--- src/rtl/sel_wss_mod.sv ---
// Picks the SMO working pair: scans the label/alpha/gradient RAMs once, tracking argmax -y*g over I_up
// and argmin -y*g over I_low. Finish comes n_vector+2 cycles after start (1 when n_vector is 0). start is ignored while busy.
module sel_wss_mod #(
  parameter int AW = 11,
  parameter int DW = 64
) (
  input  logic          clk,
  input  logic          rst_,
  input  logic          start,
  input  logic [AW-1:0] n_vector,
  input  logic [DW-1:0] c_bound,
  input  logic [DW-1:0] eps,
  output logic [AW-1:0] ram_rd_addr,
  input  logic          ram_label_q,
  input  logic [DW-1:0] ram_a_q,
  input  logic [DW-1:0] ram_a_grad_q,
  output logic          busy,
  output logic [AW-1:0] idx_i,
  output logic [AW-1:0] idx_j,
  output logic          valid_i,
  output logic          valid_j,
  output logic [DW:0]   gap,
  output logic          converged,
  output logic          finish
);

  typedef enum logic [1:0] {IDLE, SCAN, DRAIN, DONE} state_t;

  localparam logic [DW-1:0] SMAX = {1'b0, {(DW-1){1'b1}}};
  localparam logic [DW-1:0] SMIN = {1'b1, {(DW-1){1'b0}}};

  state_t        state_q, state_d;
  logic [AW-1:0] addr_q, addr_d;
  logic [AW-1:0] n_q, n_d;
  logic [DW-1:0] c_q, c_d;
  logic [DW-1:0] eps_q, eps_d;
  logic          pend_vld_q, pend_vld_d;
  logic [AW-1:0] pend_idx_q, pend_idx_d;
  logic [DW-1:0] m_max_q, m_max_d;
  logic [DW-1:0] m_min_q, m_min_d;
  logic [AW-1:0] idx_i_q, idx_i_d;
  logic [AW-1:0] idx_j_q, idx_j_d;
  logic          valid_i_q, valid_i_d;
  logic          valid_j_q, valid_j_d;
  logic [DW:0]   gap_q, gap_d;
  logic          conv_q, conv_d;
  logic          busy_q, busy_d;
  logic          finish_q, finish_d;

  logic [DW-1:0]        neg_g, v;
  logic                 a_pos, a_ltc, in_up, in_low;
  logic signed [DW:0]   gap_calc;

  // Datum classification for the word currently on the RAM outputs.
  always_comb begin
    neg_g  = (ram_a_grad_q == SMIN) ? SMAX : -ram_a_grad_q;
    v      = ram_label_q ? neg_g : ram_a_grad_q;
    a_pos  = $signed(ram_a_q) > 0;
    a_ltc  = $signed(ram_a_q) < $signed(c_q);
    in_up  = ram_label_q ? a_ltc : a_pos;
    in_low = ram_label_q ? a_pos : a_ltc;
  end

  always_comb begin
    state_d    = state_q;
    addr_d     = addr_q;
    n_d        = n_q;
    c_d        = c_q;
    eps_d      = eps_q;
    pend_vld_d = 1'b0;
    pend_idx_d = pend_idx_q;
    m_max_d    = m_max_q;
    m_min_d    = m_min_q;
    idx_i_d    = idx_i_q;
    idx_j_d    = idx_j_q;
    valid_i_d  = valid_i_q;
    valid_j_d  = valid_j_q;
    gap_d      = gap_q;
    conv_d     = conv_q;
    busy_d     = busy_q;
    finish_d   = 1'b0;

    // Strict compares keep the lowest index on ties.
    if (pend_vld_q) begin
      if (in_up && (!valid_i_q || $signed(v) > $signed(m_max_q))) begin
        m_max_d   = v;
        idx_i_d   = pend_idx_q;
        valid_i_d = 1'b1;
      end
      if (in_low && (!valid_j_q || $signed(v) < $signed(m_min_q))) begin
        m_min_d   = v;
        idx_j_d   = pend_idx_q;
        valid_j_d = 1'b1;
      end
    end

    gap_calc = $signed({m_max_d[DW-1], m_max_d}) - $signed({m_min_d[DW-1], m_min_d});

    case (state_q)
      IDLE: begin
        busy_d = 1'b0;
        if (start) begin
          n_d       = n_vector;
          c_d       = c_bound;
          eps_d     = eps;
          valid_i_d = 1'b0;
          valid_j_d = 1'b0;
          idx_i_d   = '0;
          idx_j_d   = '0;
          busy_d    = 1'b1;
          if (n_vector == '0) begin
            state_d  = DONE;
            gap_d    = '0;
            conv_d   = 1'b1;
            finish_d = 1'b1;
          end else begin
            state_d = SCAN;
            addr_d  = '0;
          end
        end
      end
      SCAN: begin
        pend_vld_d = 1'b1;
        pend_idx_d = addr_q;
        if (addr_q == n_q - AW'(1)) state_d = DRAIN;
        else                        addr_d  = addr_q + AW'(1);
      end
      DRAIN: begin
        state_d  = DONE;
        finish_d = 1'b1;
        if (valid_i_d && valid_j_d) begin
          gap_d  = gap_calc;
          conv_d = gap_calc <= $signed({eps_q[DW-1], eps_q});
        end else begin
          gap_d  = '0;
          conv_d = 1'b1;
        end
      end
      DONE: begin
        state_d = IDLE;
        busy_d  = 1'b0;
      end
      default: state_d = IDLE;
    endcase
  end

  always_ff @(posedge clk) begin
    if (rst_) begin
      state_q    <= IDLE;
      addr_q     <= '0;
      n_q        <= '0;
      c_q        <= '0;
      eps_q      <= '0;
      pend_vld_q <= 1'b0;
      pend_idx_q <= '0;
      m_max_q    <= '0;
      m_min_q    <= '0;
      idx_i_q    <= '0;
      idx_j_q    <= '0;
      valid_i_q  <= 1'b0;
      valid_j_q  <= 1'b0;
      gap_q      <= '0;
      conv_q     <= 1'b0;
      busy_q     <= 1'b0;
      finish_q   <= 1'b0;
    end else begin
      state_q    <= state_d;
      addr_q     <= addr_d;
      n_q        <= n_d;
      c_q        <= c_d;
      eps_q      <= eps_d;
      pend_vld_q <= pend_vld_d;
      pend_idx_q <= pend_idx_d;
      m_max_q    <= m_max_d;
      m_min_q    <= m_min_d;
      idx_i_q    <= idx_i_d;
      idx_j_q    <= idx_j_d;
      valid_i_q  <= valid_i_d;
      valid_j_q  <= valid_j_d;
      gap_q      <= gap_d;
      conv_q     <= conv_d;
      busy_q     <= busy_d;
      finish_q   <= finish_d;
    end
  end

  assign ram_rd_addr = addr_q;
  assign busy        = busy_q;
  assign idx_i       = idx_i_q;
  assign idx_j       = idx_j_q;
  assign valid_i     = valid_i_q;
  assign valid_j     = valid_j_q;
  assign gap         = gap_q;
  assign converged   = conv_q;
  assign finish      = finish_q;

endmodule

--- config.mk ---
export PLATFORM = sky130hd
export DESIGN_NAME = sel_wss_mod
export DESIGN_NICKNAME = d
export VERILOG_FILES = /design/src/rtl/sel_wss_mod.sv
export SDC_FILE = /design/constraint.sdc
export NUM_CORES = 1
export LEC_CHECK = 0
export BUFFER_PORTS_ARGS = -buffer_cell sky130_fd_sc_hd__buf_2
export CAP_MARGIN = 15
export CORE_MARGIN = 10
export CORE_UTILIZATION = 28
export DETAILED_ROUTE_END_ITERATION = 8
export GPL_TIMING_DRIVEN = 0
export SYNTH_ARGS = -nofsm -noshare
export SYNTH_HDL_FRONTEND = slang
export SYNTH_SLANG_ARGS = --single-unit
--- constraint.sdc ---
create_clock -name clk -period 9.95 [get_ports clk]
set_input_delay 0.4975 -clock clk [delete_from_list [all_inputs] [get_ports clk]]
set_output_delay 0.4975 -clock clk [all_outputs]
set_load 0.01 [all_outputs]
==> flow_summary.json, run 1 <==
{
  "synth_top_area_frac": 0.294,
  "drv_slew": 0,
  "wl_um": 102000,
  "period_needed_ps": 10310,
  "place_hpwl_um": 84600,
  "fin_crit_sh": 1.04,
  "power_density_mw_per_mm2": 281,
  "grt_pass1_vias": 24896,
  "synth_fp_nets": 3894,
  "routedWlPerCell_um": 20.3,
  "min_path_type": "in -> reg",
  "yosysSeqAreaShare": 0.294,
  "clk-insertion-delay-late_ps": 580,
  "power.switching_w": 0.00415,
  "status": "finished, violations left",
  "numCtsBuffers": 42,
  "grt_first_pass_wirelength_um": 152000,
  "vias": 25182,
  "drive_above_1_share": 0.193,
  "clockPowerShare": 0.185,
  "synth_top_cell_by_area": "dfxtp_1",
  "tns_ps": -361,
  "combinationalPowerShare": 0.618,
  "area_delta_synth_final_pct": 24.4,
  "sw_frac_of_total": 0.455,
  "cpPeakStageDelay_ps": 560,
  "netlist_top_cells_area": "dfxtp_1 29%, ha_1 16%, nand2_1 6.4%",
  "gp_congestion": 0.882,
  "startpoint_type": "input pin",
  "cts.clk_slew.worst_paths_ps": 70,
  "hold_buffers": 0,
  "initialDrtViolationCount": 1613,
  "drc": 0,
  "io_buffers": 372,
  "syn_inst": 3296,
  "grt_start_max_net_pins": 15,
  "slew_headroom": 0.229,
  "die_area_mm2": 0.106,
  "cts_tree": "yes",
  "dieHeight_um": 325,
  "drtAntennaViolNets": 0,
  "finalPower_w": 0.00912,
  "cp-end-kind": "register",
  "ff2ff_setup_slack_ps": 610,
  "synth-edff-count": 0,
  "setup_violations": 1,
  "crit_arrival_ps": 10730,
  "holdWs_ps": 151,
  "fin_nets": 4349,
  "cts.path.max_buffers": 3,
  "worstMarginPinSlew_ps": 1150,
  "syn-cell-area_mm2": 0.0261,
  "grt-ovfl-total": 0,
  "antenna_found_initial": 23,
  "p_int_w": 0.00497,
  "p_seq_frac": 0.197,
  "clock_sinks": 384,
  "avgViaCountPerCell": 5.00,
  "rsz0062_at_grt": "true",
  "p_leak_nw": 13.3,
  "skew_ps": 17.9,
  "finalHoldViolations": 0,
  "violations": "setup timing",
  "initial_utilization": 0.284,
  "rows": 111,
  "critPathKind": "in -> reg",
  "die_w_um": 325,
  "maxCapViolations": 0,
  "ys.warnings.count": 0,
  "core_mm2": 0.0921,
  "worst_ep_required_time_ps": 10360,
  "ys_types": 82,
  "crit_slowest_cell": "or4b_4",
  "synth_seq_cells": 384,
  "io_pins": 374,
  "worstPathMaxFanout": 10,
  "setup_slack_ps": -361,
  "peakVddDrop_mv": 0.160,
  "timing.fmax_ghz": 0.0970,
  "synthFlopType": "dfxtp_1",
  "grt_use_total": 0.184,
  "root_buffer": "clkbuf_16",
  "drt_pre_antenna_iters": 5,
  "synth_area_per_cell_um2": 7.93,
  "h-tree-depth": 2,
  "synthArstFlopShare": 0
}
worst paths after layout:
kind                          from  cells after the start        end
setup reg to reg           c_q[63]                     34  converged
hold reg to reg            c_q[34]                      2    c_q[34]
setup / recovery  ram_a_grad_q[24]                     45  converged
hold / removal              eps[2]                      3   eps_q[2]
registers in the layout (all words and copies together), names as in the netlist:
signal       cells
c_q             64
state_q          2
valid_j          1
n_q             11
ram_rd_addr     11
converged        1
pend_idx_q      11
eps_q           64
m_max_q         64
gap             65
pend_vld_q       1
valid_i          1
busy             1
idx_j           11
m_min_q         64
idx_i           11
finish           1
synthesized netlist by cell type, types with 67 or more instances:
cell      instances
a21o_1           67
a21oi_1         312
clkbuf_1        109
dfxtp_1         384
ha_1            326
inv_1           287
mux2i_1         105
nand2_1         448
nand4_1          71
nor2_1          244
nor2b_1          84
o21ai_0         162
metal layers:
metal	vias to the layer above	share of wire	global-route usage
met4	22	0.026	0.0489
met3	151	0.058	0.0378
met1	11765	0.45	0.234
met5	-	0.0017	0
met2	668	0.47	0.312
li1	12576	-	-
kinds of logic (layout without fill, tap and decap cells):
kind of cell	Yosys count	after routing	synth area share
AND/OR/NAND/NOR	1111	1111	0.202
AO/OA/AOI/OAI	810	810	0.192
buffers and inverters	423	909	0.0621
flip-flops	384	384	0.294
adder cells (fa/ha/maj)	327	327	0.157
multiplexers	168	168	0.0675
XOR/XNOR	73	73	0.0245
other	0	8	0
repair_timing:
action / 4_1_cts / 5_1_grt
hold endpoints to repair: 0 / 0
buffers inserted: 42 / 3
pin swaps: 51 / 28
setup endpoints to repair: 59 / 1
resized for setup: 206 / 31
critical path, delay by kind of cell:
family	cells	cell delay [ps]
AOI/OAI and AO/OA	13	2240
xor gates and xnor gates	1	210
adders and majority gates	4	1160
buffers and inverters	7	1130
muxes	1	190
and+or+nand+nor	19	5210
cell type report:
cell class	instances	area, um^2
Fill cell	9682	59600
Buffer	127	589
Inverter	288	1080
Multi-Input combinational cell	2489	17800
Sequential cell	384	7690
Antenna cell	8	20.0
Clock buffer	60	1250
Clock inverter	15	218
Tap cell	1243	1560
Timing Repair Buffer	419	2260
per-stage QoR:
step                       util  area (um^2)  worst slack [ps]  cells
final                     0.353        32500              -361   5033
after global routing      0.353        32500              -661   5031
after CTS                 0.351        32300              -423   5022
after detailed placement  0.321        29600             -4840   4913
after global placement    0.321        29500             -5490   4911
after floorplan               -        26100              97.5   3296
placed cells by master, fill, tap and decap left out, types with 20 or more instances in the layout:
cell type / n
a211oi_1: 24
a21o_1: 66
a21oi_1: 304
a22o_1: 57
buf_2: 375
buf_4: 50
clkbuf_1: 100
clkbuf_16: 45
dfxtp_1: 384
ha_1: 296
ha_4: 21
inv_1: 287
mux2_2: 61
mux2i_1: 93
nand2_1: 444
nand2b_1: 21
nand3_1: 45
nand4_1: 71
nor2_1: 240
nor2b_1: 82
nor3_1: 37
nor4_1: 33
o211ai_1: 20
o21a_1: 22
o21ai_0: 138
xnor2_1: 38
xor2_1: 32
power groups by stage:
stage / clock (W) / sequential, W / combinational (W)
after floorplan: 0 / 0.00180 / 0.00354
after global placement: 0 / 0.00182 / 0.00494
after detailed placement: 0 / 0.00183 / 0.00501
after CTS: 0.00172 / 0.00180 / 0.00548
after global routing: 0.00177 / 0.00182 / 0.00622
final: 0.00169 / 0.00180 / 0.00563
(Power assumes the default switching activity.)
==> run 2, diff against run 1 <==
ABC_AREA = 1   (was not set)
==> run 2 against run 1 <==
Net effect: the flow now finishes without violations; first-iteration DRC count increased by 22%; global-route usage increased by 0.75 points; sequential cell count unchanged; die area increased by 6.1%; highest routed layer unchanged; worst hold slack improved by 13 ps; critical path type unchanged; maximum frequency increased by 11%.
==> flow_summary.json, run 2 <==
{
  "status": "finished, final reports clean",
  "place_hpwl_um": 95000,
  "synth_fp_nets": 4755,
  "worstPathMaxFanout": 10,
  "ys_types": 53,
  "routed.top_layer": "met5",
  "final_cell_mix": "701 x nand2_1, 684 x inv_1, 462 x a21oi_1",
  "crit_arrival_ps": 9780,
  "cts_tree": "yes",
  "synth_area_per_cell_um2": 6.69,
  "io_pins": 374,
  "grt_use_total": 0.192,
  "drv_slew": 0,
  "area_delta_synth_final_pct": 18.8,
  "setup_violations": 0,
  "period_needed_ps": 9300,
  "drt-met1-wl_um": 49500,
  "core_mm2": 0.0986,
  "rows": 115,
  "fin_nets": 5177,
  "clk-insertion-delay-late_ps": 610,
  "r2r-start": "c_q[55]",
  "cpPeakStageDelay_ps": 460,
  "h-tree-depth": 2,
  "p_int_w": 0.00528,
  "drc": 0,
  "synthTopCellsByCount": "702 x nand2_1, 684 x inv_1, 465 x a21oi_1, 453 x nor2_1, 384 x dfxtp_1",
  "power.switching_w": 0.00586,
  "min_path_type": "in -> reg",
  "drive_above_1_share": 0.129,
  "crit_slowest_cell": "ha_1",
  "critPathKind": "in -> reg",
  "grt_pass1_vias": 27672,
  "synthFlopType": "dfxtp_1",
  "vias": 28420,
  "place_ws_ps": -1600,
  "final_common_cell": "nand2_1",
  "die_area_mm2": 0.112,
  "clock_sinks": 384,
  "peakVddDrop_mv": 0.164,
  "grt_first_pass_wirelength_um": 167000,
  "p_leak_nw": 16.3,
  "crit_top_cell": "nand2_1",
  "sw_frac_of_total": 0.526,
  "synth_top_area_frac": 0.276,
  "power_density_mw_per_mm2": 337,
  "antenna_found_initial": 33,
  "yosysSeqAreaShare": 0.276,
  "netlist_top_cells_area": "dfxtp_1 28%, ha_1 15%, nand2_1 9.5%",
  "syn-cell-area_mm2": 0.0278,
  "drtAntennaViolNets": 0,
  "ys.warnings.count": 0,
  "cts.path.max_buffers": 3,
  "startpoint_type": "input pin",
  "clockPowerShare": 0.158,
  "wl_met3_um": 8400,
  "wl_um": 112000,
  "combinationalPowerShare": 0.670,
  "fin_crit_sh": 0.935,
  "grt_start_max_net_pins": 13,
  "hold_start": "eps[13]",
  "hold_buffers": 0,
  "root_buffer": "clkbuf_16",
  "initial_utilization": 0.282,
  "dpl.cell_count": 5816,
  "numCtsBuffers": 45,
  "route.met2.wl_um": 50200,
  "final_cell_count_no_fill": 5904,
  "avgViaCountPerCell": 4.81,
  "synth_seq_cells": 384,
  "yosysMostFrequentCell": "nand2_1",
  "dieHeight_um": 335,
  "gp_congestion": 0.934,
  "setup_slack_ps": 647,
  "worstMarginPinSlew_ps": 1110,
  "maxCapViolations": 0,
  "syn_inst": 4157,
  "p_seq_frac": 0.172,
  "io_buffers": 372,
  "cts.clk_slew.worst_paths_ps": 60,
  "timing.fmax_ghz": 0.107,
  "die_w_um": 335,
  "synthArstFlopShare": 0,
  "drt_pre_antenna_iters": 5,
  "largest_reg_flops": 65,
  "synth-edff-count": 0,
  "finalHoldViolations": 0,
  "startpoint": "ram_a_grad_q[0]",
  "cp-end-kind": "register",
  "grt-ovfl-total": 0,
  "slew_headroom": 0.256,
  "routedWlPerCell_um": 19.0,
  "initialDrtViolationCount": 1973,
  "worst_ep_required_time_ps": 10430,
  "skew_ps": 24.0,
  "synth_top_cell_by_area": "dfxtp_1"
}
run 2: cell count changes in the layout (fill, tap and decap cells not counted), sizes merged, moves of 40 or more:
cell | before | now
nand3 | 48 | 141
o21ai | 169 | 321
a21oi | 312 | 465
a21o | 67 | 7
nor2 | 244 | 482
a22o | 57 | 0
mux2 | 63 | 0
nand2 | 448 | 727
nor2b | 86 | 0
inv | 288 | 690
mux2i | 105 | 0
buf | 445 | 405
run 2: worst paths after layout:
check / slack, ps / endpoint / cells past startpoint
worst max-delay path: 650 / converged / 56
worst min-delay path: 160 / eps_q[13] / 3
worst max register to register: 1900 / converged / 49
worst min register to register: 460 / c_q[59] / 2
run 2: final cells by class:
type / count / area [um^2]
sequential: 384 / 7690
antenna: 5 / 12.5
fill: 10747 / 65500
tap: 1287 / 1610
inverter: 691 / 2590
multi-input combinational: 2931 / 17000
timing repair buffer: 375 / 1880
clock buffer: 59 / 1260
buffer: 151 / 686
clock inverter: 21 / 288
run 2: timing repair:
item	CTS	global route
pin swaps	1	2
cloned	0	0
resized for setup	17	63
setup endpoints to repair	1	1
buffers inserted	2	1
run 2: power groups by stage:
stage                     logic [W]  clock network [W]  registers, W
after floorplan             0.00500                  0       0.00193
after global placement      0.00711                  0       0.00195
after detailed placement    0.00719                  0       0.00195
after CTS                   0.00730            0.00179       0.00192
after global routing        0.00835            0.00185       0.00194
final                       0.00746            0.00176       0.00192
run 2: cells by family after synthesis:
kind of cell,count (synthesis),synth area share
adder cells (fa/ha/maj),327,0.147
XOR/XNOR,97,0.0305
flip-flops,384,0.276
AO/OA/AOI/OAI,917,0.177
buffers and inverters,842,0.117
AND/OR/NAND/NOR,1590,0.252
run 2: per-layer routing:
layer	vias to the layer above	track usage
met5	-	0
met4	40	0.0578
met3	179	0.0480
met2	804	0.316
met1	12873	0.243
li1	14524	-
run 2: worst max-delay path, delay by kind of cell:
| kind | cells | cell delay, ps |
|---|---|---|
| simple gates | 26 | 3910 |
| xor+xnor | 1 | 260 |
| compound gates | 14 | 2590 |
| buf+inv | 12 | 1390 |
| fa+ha+maj | 3 | 1110 |
run 2: per-stage QoR:
| stage | area [um^2] | hold slack [ps] | utilization | power [W] | setup TNS (ps) |
|---|---|---|---|---|---|
| 2_1_floorplan | 27800 | 433 | - | 0.00692 | 0 |
| 3_3_place_gp | 31300 | 446 | 0.318 | 0.00906 | -1670 |
| 3_5_place_dp | 31300 | 451 | 0.318 | 0.00914 | -1600 |
| 4_1_cts | 32900 | 135 | 0.334 | 0.0110 | 0 |
| 5_1_grt | 33100 | 158 | 0.335 | 0.0121 | -41.1 |
| 6_report | 33100 | 164 | 0.335 | 0.0111 | 0 |
